## config.mk

```make
export PLATFORM = sky130hd
export DESIGN_NAME = module_debug_address_navigator
export DESIGN_NICKNAME = d
export VERILOG_FILES = /design/src/rtl/debug_nav_pkg.sv /design/src/rtl/module_input_debouncer.sv /design/src/rtl/module_debug_address_navigator.sv
export SDC_FILE = /design/constraint.sdc
export NUM_CORES = 1
export LEC_CHECK = 0
export ABC_AREA = 1
export CORE_MARGIN = 2
export CORE_UTILIZATION = 40
export DETAILED_ROUTE_END_ITERATION = 16
export PLACE_DENSITY = 0.57
export SLEW_MARGIN = 25
export SYNTH_ARGS = -nofsm -noshare
export SYNTH_HDL_FRONTEND = slang
export SYNTH_SLANG_ARGS = --single-unit
```

## constraint.sdc

```tcl
create_clock -name qzt_clk -period 5.36 [get_ports qzt_clk]
set_clock_uncertainty 0.15 [all_clocks]
set_input_delay 1.072 -clock qzt_clk [delete_from_list [all_inputs] [get_ports qzt_clk]]
set_output_delay 1.072 -clock qzt_clk [all_outputs]
set_load 0.05 [all_outputs]
```

## src/rtl/debug_nav_pkg.sv

```systemverilog
// Shared definitions for the debug-address navigator: idle levels, direction
// encodings and the wrap/saturate next-address arithmetic.
package debug_nav_pkg;

    // Wide enough for a 32-bit address plus one carry/borrow bit.
    localparam int unsigned NAV_W = 33;

    localparam logic IDLE_ROT = 1'b1;
    localparam logic IDLE_BTN = 1'b0;

    localparam logic DIR_CW  = 1'b1;
    localparam logic DIR_CCW = 1'b0;

    // Steps cur by +/-step inside [0, max_addr]; wraps modulo max_addr+1 or clamps.
    function automatic logic [NAV_W-1:0] nav_next_addr(
        input logic [NAV_W-1:0] cur,
        input logic [NAV_W-1:0] step,
        input logic [NAV_W-1:0] max_addr,
        input logic             inc,
        input logic             wrap
    );
        logic [NAV_W-1:0] span;
        logic [NAV_W-1:0] res;
        span = max_addr + NAV_W'(1);
        if (inc) begin
            res = cur + step;
            if (res > max_addr) begin
                res = wrap ? (res - span) : max_addr;
            end
        end else if (cur >= step) begin
            res = cur - step;
        end else begin
            res = wrap ? (cur + span - step) : '0;
        end
        return res;
    endfunction

endpackage

```

## src/rtl/module_input_debouncer.sv

```systemverilog
// Two-flop synchroniser, counting debouncer and rising-edge strobe for one
// raw asynchronous input.
module module_input_debouncer
    import debug_nav_pkg::*;
#(
    parameter int unsigned DEBOUNCE_CYCLES = 62500,
    parameter logic        IDLE            = IDLE_BTN
) (
    input  logic clk_i,
    input  logic rst_i,
    input  logic raw_i,
    output logic level_o,
    output logic rise_o
);

    localparam int unsigned CNT_W = $clog2(DEBOUNCE_CYCLES);

    logic [1:0]       sync_q, sync_d;
    logic [1:0]       vld_q, vld_d;
    logic             stable_q, stable_d;
    logic [CNT_W-1:0] cnt_q, cnt_d;
    logic             rise_q, rise_d;
    logic             armed_q, armed_d;
    logic             sample;

    assign sample = sync_q[1];

    // vld marks when the synchroniser holds real samples rather than reset fill;
    // armed stays low until an idle sample is seen, so a press held through
    // reset never produces a rising edge.
    always_comb begin
        sync_d   = {sync_q[0], raw_i};
        vld_d    = {vld_q[0], 1'b1};
        stable_d = stable_q;
        cnt_d    = cnt_q;
        rise_d   = 1'b0;
        armed_d  = armed_q | (vld_q[1] & (sample == IDLE));

        if (sample == stable_q) begin
            cnt_d = '0;
        end else if (cnt_q == CNT_W'(DEBOUNCE_CYCLES - 1)) begin
            stable_d = sample;
            cnt_d    = '0;
            rise_d   = sample & armed_q;
        end else begin
            cnt_d = cnt_q + CNT_W'(1);
        end
    end

    always_ff @(posedge clk_i) begin
        if (rst_i) begin
            sync_q   <= {IDLE, IDLE};
            vld_q    <= '0;
            stable_q <= IDLE;
            cnt_q    <= '0;
            rise_q   <= 1'b0;
            armed_q  <= 1'b0;
        end else begin
            sync_q   <= sync_d;
            vld_q    <= vld_d;
            stable_q <= stable_d;
            cnt_q    <= cnt_d;
            rise_q   <= rise_d;
            armed_q  <= armed_d;
        end
    end

    assign level_o = stable_q;
    assign rise_o  = rise_q;

endmodule

```

## src/rtl/module_debug_address_navigator.sv

```systemverilog
// Debug-address source: conditioned rotary encoder and buttons drive a wrap or
// saturate address register with coarse stepping, home and synchronous load.
module module_debug_address_navigator
    import debug_nav_pkg::*;
#(
    parameter int unsigned ADDR_W          = 8,
    parameter int unsigned MAX_ADDR        = (32'd1 << ADDR_W) - 32'd1,
    parameter int unsigned COARSE_STEP     = 16,
    parameter int unsigned DEBOUNCE_CYCLES = 62500,
    parameter bit          WRAP_MODE       = 1'b1
) (
    input  logic              qzt_clk,
    input  logic              reset,
    input  logic              rot_a,
    input  logic              rot_b,
    input  logic              rot_center,
    input  logic              btn_home,
    input  logic              load,
    input  logic [ADDR_W-1:0] load_value,
    output logic [ADDR_W-1:0] addr,
    output logic              step_pulse,
    output logic              direction,
    output logic              coarse,
    output logic              at_limit
);

    logic a_level, a_rise;
    logic b_level, b_rise;
    logic c_level, c_rise;
    logic h_level, h_rise;

    module_input_debouncer #(.DEBOUNCE_CYCLES(DEBOUNCE_CYCLES), .IDLE(IDLE_ROT)) u_deb_a (
        .clk_i(qzt_clk), .rst_i(reset), .raw_i(rot_a), .level_o(a_level), .rise_o(a_rise)
    );
    module_input_debouncer #(.DEBOUNCE_CYCLES(DEBOUNCE_CYCLES), .IDLE(IDLE_ROT)) u_deb_b (
        .clk_i(qzt_clk), .rst_i(reset), .raw_i(rot_b), .level_o(b_level), .rise_o(b_rise)
    );
    module_input_debouncer #(.DEBOUNCE_CYCLES(DEBOUNCE_CYCLES), .IDLE(IDLE_BTN)) u_deb_c (
        .clk_i(qzt_clk), .rst_i(reset), .raw_i(rot_center), .level_o(c_level), .rise_o(c_rise)
    );
    module_input_debouncer #(.DEBOUNCE_CYCLES(DEBOUNCE_CYCLES), .IDLE(IDLE_BTN)) u_deb_h (
        .clk_i(qzt_clk), .rst_i(reset), .raw_i(btn_home), .level_o(h_level), .rise_o(h_rise)
    );

    // Only B's level and the A/center/home edges drive behaviour here.
    logic debounce_unused;
    assign debounce_unused = ^{a_level, b_rise, c_level, h_level};

    logic [ADDR_W-1:0] addr_q, addr_d;
    logic              step_pulse_q, step_pulse_d;
    logic              direction_q, direction_d;
    logic              coarse_q, coarse_d;
    logic              at_limit_q, at_limit_d;

    logic              detent_dir;
    logic [NAV_W-1:0]  step_size;
    logic [NAV_W-1:0]  stepped;
    logic [ADDR_W-1:0] load_clamped;

    // Priority: load > home > detent; flags follow the detent regardless.
    always_comb begin
        detent_dir   = b_level ? DIR_CCW : DIR_CW;
        step_size    = coarse_q ? NAV_W'(COARSE_STEP) : NAV_W'(1);
        stepped      = nav_next_addr(NAV_W'(addr_q), step_size, NAV_W'(MAX_ADDR),
                                     detent_dir == DIR_CW, WRAP_MODE);
        load_clamped = (32'(load_value) > MAX_ADDR) ? ADDR_W'(MAX_ADDR) : load_value;

        addr_d       = addr_q;
        step_pulse_d = a_rise;
        direction_d  = direction_q;
        coarse_d     = coarse_q ^ c_rise;

        if (a_rise) begin
            direction_d = detent_dir;
        end

        if (load) begin
            addr_d = load_clamped;
        end else if (h_rise) begin
            addr_d = '0;
        end else if (a_rise) begin
            addr_d = ADDR_W'(stepped);
        end

        at_limit_d = (addr_d == '0) || (addr_d == ADDR_W'(MAX_ADDR));
    end

    always_ff @(posedge qzt_clk) begin
        if (reset) begin
            addr_q       <= '0;
            step_pulse_q <= 1'b0;
            direction_q  <= DIR_CW;
            coarse_q     <= 1'b0;
            at_limit_q   <= 1'b1;
        end else begin
            addr_q       <= addr_d;
            step_pulse_q <= step_pulse_d;
            direction_q  <= direction_d;
            coarse_q     <= coarse_d;
            at_limit_q   <= at_limit_d;
        end
    end

    assign addr       = addr_q;
    assign step_pulse = step_pulse_q;
    assign direction  = direction_q;
    assign coarse     = coarse_q;
    assign at_limit   = at_limit_q;

endmodule

```

==> results of run 1 <==
==> stage by stage <==
| step | utilization (%) | power [mW] | cells | instance area, µm² | hold WS, ps |
|---|---|---|---|---|---|
| after global placement | 44.2 | 0.827 | 785 | 5030 | 241 |
| final | 46.8 | 1.43 | 801 | 5320 | 256 |
| after global routing | 46.8 | 1.50 | 801 | 5320 | 280 |
| after detailed placement | 44.2 | 0.828 | 785 | 5030 | 245 |
| after CTS | 46.8 | 1.45 | 801 | 5320 | 260 |
| after floorplan | - | 0.799 | 625 | 4630 | 238 |
==> tightest hold or removal path, delay by kind of cell (launching register included) <==
family        cells  cell delay (ps)
buf+inv           1               40
flops             1              300
simple gates      1               30
==> sequential cells by signal, indices dropped and copies added (netlist names), 2 cells and up <==
register / cells
addr: 8
u_deb_h.cnt_q: 16
u_deb_c.cnt_q: 16
u_deb_b.cnt_q: 16
u_deb_a.sync_q: 2
u_deb_b.sync_q: 2
u_deb_a.cnt_q: 16
u_deb_h.sync_q: 2
u_deb_c.sync_q: 2
==> synthesized netlist by cell type, types with 2 or more instances <==
| master | n | area, µm² |
|---|---|---|
| nand3_2 | 8 | 80.1 |
| nor2_4 | 6 | 67.6 |
| inv_1 | 78 | 293 |
| inv_2 | 14 | 52.6 |
| buf_4 | 2 | 15.0 |
| o21ai_0 | 9 | 45.0 |
| o21a_1 | 4 | 30.0 |
| nor3b_2 | 2 | 25.0 |
| o21bai_1 | 2 | 15.0 |
| nand2_1 | 124 | 465 |
| buf_2 | 5 | 25.0 |
| a21oi_2 | 4 | 35.0 |
| nor2_2 | 9 | 56.3 |
| a21oi_1 | 34 | 170 |
| o21ai_1 | 3 | 15.0 |
| nand2_2 | 6 | 37.5 |
| or2_2 | 11 | 68.8 |
| nor3_4 | 2 | 32.5 |
| ha_1 | 10 | 125 |
| clkbuf_1 | 3 | 11.3 |
| nor2_1 | 69 | 259 |
| nor3b_1 | 7 | 52.6 |
| nor4_1 | 7 | 43.8 |
| nand3_1 | 46 | 230 |
| nor3_1 | 23 | 115 |
| dfxtp_1 | 96 | 1920 |
| or2_0 | 3 | 18.8 |
| nand4_1 | 8 | 50.1 |
| xnor2_1 | 2 | 17.5 |
| xor2_1 | 14 | 123 |
| a31oi_1 | 2 | 12.5 |
| nor3_2 | 4 | 40.0 |
==> worst max-delay path by stage <==
stage	start	end	slack, ps	cells past startpoint
CTS	reset	u_deb_a.cnt_q[14]	2310	6
finish	reset	u_deb_a.cnt_q[14]	2320	6
global route	reset	u_deb_a.cnt_q[14]	2150	6
global placement	reset	u_deb_a.cnt_q[14]	2010	6
detailed placement	reset	u_deb_a.cnt_q[14]	1940	6
floorplan	coarse	at_limit	3100	12
==> power breakdown <==
| group | switching [mW] | internal, mW | leakage, nW |
|---|---|---|---|
| Combinational | 0.0494 | 0.0312 | 1.14 |
| Sequential | 0.00763 | 0.723 | 0.779 |
| Clock | 0.292 | 0.325 | 0.140 |
| Total | 0.349 | 1.08 | 2.06 |
==> placed cells by master, fill, tap and decap left out, types with 14 or more instances in the layout <==
| cell type | n |
|---|---|
| a21oi_1 | 34 |
| clkdlybuf4s50_1 | 26 |
| dfxtp_1 | 96 |
| inv_1 | 78 |
| inv_2 | 14 |
| nand2_1 | 124 |
| nand3_1 | 46 |
| nor2_1 | 69 |
| nor3_1 | 23 |
| xor2_1 | 14 |
==> area by class of cell <==
cell class,count,area [µm²]
multi-input combinational,427,2310
tap,143,179
clock inverter,7,65.1
inverter,92,345
clock buffer,9,225
fill,1149,6050
timing repair buffer,27,268
sequential,96,1920
==> routing by layer <==
| metal | global-route usage [%] | share of wire (%) |
|---|---|---|
| met5 | 0 | 0 |
| met1 | 19.6 | 50 |
| met3 | 4.19 | 2.5 |
| met4 | 3.95 | 0.41 |
| met2 | 25.2 | 47 |
==> logic make-up (layout without fill, tap and decap cells) <==
logic type | after synthesis | after routing | synth area share (%)
AND/OR/NAND/NOR | 339 | 339 | 36.5
buffers and inverters | 102 | 135 | 8.56
flip-flops | 96 | 96 | 41.5
AO/OA/AOI/OAI | 62 | 62 | 7.70
XOR/XNOR | 16 | 16 | 3.03
adder cells (fa/ha/maj) | 10 | 10 | 2.70
==> qor.txt, run 1 <==
status: finished clean
Final setup viols: 0
cells on worst reg2reg path: 12
clk sinks: 96
Root Buffer: clkbuf_16
Post-CTS Setup Inserts: 0
initial core utilization: 40.7%
global-route wire length before repair: 15800 µm
WL final: 8800 µm
Longest Clk Path Bufs: 2
Max Freq: 329 MHz
Syn Nets: 650
Worst Hold End: u_deb_h.vld_q[1]
Worst setup EP type: flop
flops & latches, synth: 96
Slew Viols, Final: 0
Tcrit/Tclk final: 56.8%
H-tree depth: 3
RR Startpoint: coarse
Boundary Pins: 27
Ys Warns: 0
initial antenna violation count: 0
Worst EP required: 5490 ps
hpwl dp: 6710 µm
max_slew headroom: 57.0%
number of flops mapped to enable cells by yosys: 0
largest net degree at the start of global routing: 22
Power Density: 269 mW/mm²
Die Y: 112 µm
RD Place Congestion: 0.824
CTS tree: yes
ys async rst share: 0%
Rows: 39
post-route minimum period: 3040 ps
Crit Path Class: in2reg
Hold Startpoint: u_deb_a.vld_q[0]
Die Wd: 112 µm
pre-CTS WS: 1940 ps
PortBufs: 26
Clock Pin Slew Worst Setup and Hold Paths: 70 ps
# diodes: 0
Hold/Removal Path Class: reg2reg
DR vias: 3777
Final ANT Viol Nets: 0
unrepaired setup endpoints after global routing: false
vias in the first global route: 3612
cell family with most CP delay: buffers and inverters
TritonCTS Buffers: 9
DRC violation count after routing: 0
syn_area_per_cell: 7.41 µm²
Cell Chain, Critical Path: clkdlybuf4s50_1 > buf_4 > inv_1 > nand3_1 > o21bai_2 > a21oi_2
CTS Hold Bufs: 0
Unique masters post-synth: 40
Setup crit start kind: input pin
wire per inst: 11.0 µm
Most used DFF post-synth: dfxtp_1
CP bufs+invs: 3
Area growth, synth to finish: 14.8%
Seq/Total Area, Yosys: 41.5%
flop2flop setup slack: 3140 ps
Total GRT Usage: 15.2%
worst reg2reg endpoint: at_limit
global route overflow: 0
hold path depth: 2
fraction of layout cells with a size suffix above 1: 13.1%
worst setup margin: 2320 ps
worst-margin pin slew: 643 ps
DR pass1 iterations: 7
Cell Area, Synth: 0.00463 mm²
Slowest cell on crit path: nand3_1
CP arrival: 3170 ps
Pleak: 2.06 nW
Clk Latency, worst-skew pair: 340 ps
Syn Inst Count: 625
Die ar.: 0.0125 mm²
worst-path fanout max: 21
nets: 678
CP peak stage delay: 590 ps
setup TNS: 0 ps
Resized Gates After CTS: 0
drt first-iter violations: 201
core area: 0.0114 mm²
worst vdd ir: 0.168 mV
final hold violations: 0
drt via density: 4.72
Max-cap violations: 0
No activity file was read; power rests on OpenSTA's default activity.
==> run 2, diff against run 1 <==
--- a/config.mk
+++ b/config.mk
@@ -9,7 +9,7 @@
 export CORE_MARGIN = 2
 export CORE_UTILIZATION = 40
 export DETAILED_ROUTE_END_ITERATION = 16
-export PLACE_DENSITY = 0.57
+export PLACE_DENSITY = 0.59
 export SLEW_MARGIN = 25
 export SYNTH_ARGS = -nofsm -noshare
 export SYNTH_HDL_FRONTEND = slang
==> constraint.sdc (replaced) <==
create_clock -name qzt_clk -period 2.48 [get_ports qzt_clk]
set_clock_uncertainty 0.15 [all_clocks]
set_input_delay 0.496 -clock qzt_clk [delete_from_list [all_inputs] [get_ports qzt_clk]]
set_output_delay 0.496 -clock qzt_clk [all_outputs]
set_load 0.05 [all_outputs]
==> run 2 against run 1 <==
Non-clock buffer count rose by 3; die area did not move; wire length rose by 0.70%; cell count up 0.37%; critical path depth shrank 5; largest cell class unchanged.
==> qor.txt, run 2 (synthesis results as in run 1) <==
Die Wd: 112 µm (unchanged)
Clk Latency, worst-skew pair: 340 ps (about the same)
Tcrit/Tclk final: 93.8%
drt first-iter violations: 241 (+20%)
worst-margin pin slew: 515 ps (-128 ps)
Rows: 39 (unchanged)
fraction of layout cells with a size suffix above 1: 13.3% (+0.24 points)
cell family with most CP delay: buffers and inverters
Area growth, synth to finish: 15.4%
Post-CTS Setup Inserts: 0 (unchanged)
final hold violations: 0 (unchanged)
H-tree depth: 3 (unchanged)
DR vias: 3825 (+1.3%)
Net Sw Frac: 22.5% (-1.9 points)
CP arrival: 1680 ps (-1490 ps)
Cell Chain, Critical Path: clkdlybuf4s50_1
Final setup viols: 0 (unchanged)
DRC violation count after routing: 0 (unchanged)
Clock Pin Slew Worst Setup and Hold Paths: 60 ps (about the same)
PortBufs: 26 (unchanged)
worst vdd ir: 0.314 mV (+86%)
Setup crit start kind: flop
post-route cell area: 0.00535 mm² (+0.52%)
wire per inst: 11.0 µm (+0.33%)
clock share of power: 43.8% (+0.6 points)
combinational power share: 5.7% (about the same)
CTS Hold Bufs: 0 (unchanged)
Max Freq: 430 MHz
CP peak stage delay: 860 ps (+270 ps)
Reg area: 0.00192 mm² (unchanged)
CTS tree: yes
worst-path fanout max: 8 (-62%)
RD Place Congestion: 0.825 (+0.17%)
DR pass1 iterations: 4 (-3)
Worst EP required: 1830 ps (-3660 ps)
Multi-input gate area: 0.00231 mm² (unchanged)
Root Buffer: clkbuf_16
Filler Cell Count: 1138 (-0.96%)
TritonCTS Buffers: 9 (unchanged)
Die ar.: 0.0125 mm² (unchanged)
status: finished clean
most frequent cells in the layout: 124 x nand2_1, 96 x dfxtp_1, 78 x inv_1, 69 x nor2_1, 46 x nand3_1
global route overflow: 0 (unchanged)
worst setup margin: 153 ps (-2160 ps)
largest net degree at the start of global routing: 21 (-4.5%)
global-route wire length before repair: 16000 µm (+1.0%)
Sequential Power Share: 50.5% (-0.7 points)
nets: 681 (+0.44%)
Worst setup EP type: output port
Sw Pwr: 0.704 mW (+100%)
pre-CTS WS: 179 ps (-1760 ps)
Resized Gates After CTS: 0 (unchanged)
Total GRT Usage: 15.2% (+0.052 points)
WL final: 8860 µm (+0.70%)
Longest Clk Path Bufs: 2 (unchanged)
hpwl dp: 6730 µm (+0.28%)
# diodes: 0 (unchanged)
Die Y: 112 µm (unchanged)
initial antenna violation count: 0 (unchanged)
Int Power: 2.42 mW (+120%)
total design power: 3.12 mW (+120%)
Slew Viols, Final: 0 (unchanged)
core area: 0.0114 mm² (unchanged)
minimum hold slack: 257 ps (+0.656 ps)
DP Area: 0.00505 mm² (+0.45%)
initial core utilization: 40.7% (unchanged)
Max-cap violations: 0 (unchanged)
Final ANT Viol Nets: 0 (unchanged)
unrepaired setup endpoints after global routing: false
post-route minimum period: 2330 ps
Crit Path Class: reg2out
drt via density: 4.76 (+0.89%)
Slowest cell on crit path: clkdlybuf4s50_1
CP bufs+invs: 1 (-2)
commonest non-fill, non-tap cell in the layout: nand2_1
Power Density: 584 mW/mm² (+120%)
setup TNS: 0 ps (unchanged)
vias in the first global route: 3743 (+3.6%)
Pleak: 2.08 nW (+1.0%)
Hold/Removal Path Class: reg2reg
Boundary Pins: 27 (unchanged)
max_slew headroom: 65.6% (+8.6 points)
clk sinks: 96 (unchanged)
[run 2: layout make-up]
cell class | instances | area share [%]
inverters | 92 | 6.46
repair buffers | 30 | 5.43
clock buffers | 10 | 4.28
flip-flops and latches | 96 | 36.0
multi-input cells | 427 | 43.3
clock inverters | 6 | 1.24
well taps | 143 | 3.35
[run 2: power by group through the flow]
stage	Sequential (mW)	Clock (mW)	Combinational (mW)
after floorplan	1.64	0	0.0887
after global placement	1.61	0	0.177
after detailed placement	1.61	0	0.179
after CTS	1.58	1.42	0.180
after global routing	1.58	1.48	0.199
final	1.58	1.37	0.178
[run 2: per-layer routing]
| metal | up-vias | routed length, µm | track usage (%) |
|---|---|---|---|
| met3 | 12 | 255 | 3.59 |
| met5 | - | 0 | 0 |
| li1 | 2078 | - | - |
| met1 | 1688 | 4380 | 18.9 |
| met2 | 47 | 4090 | 26.1 |
| met4 | 0 | 130 | 5.27 |
[run 2: metrics by stage]
stage | utilization, % | std cells
after floorplan | - | 625
after global placement | 44.4 | 788
after global routing | 47.0 | 804
final | 47.0 | 804
after detailed placement | 44.4 | 788
after CTS | 47.0 | 804
[run 2: final timing paths]
kind	depth (start not counted)	from	slack, ps	end
worst max register to register	12	coarse	270	at_limit
worst max-delay path	1	addr[3]	150	addr[3]
worst min register to register	2	u_deb_h.sync_q[0]	260	u_deb_h.sync_q[1]
worst min-delay path	2	u_deb_h.sync_q[0]	260	u_deb_h.sync_q[1]
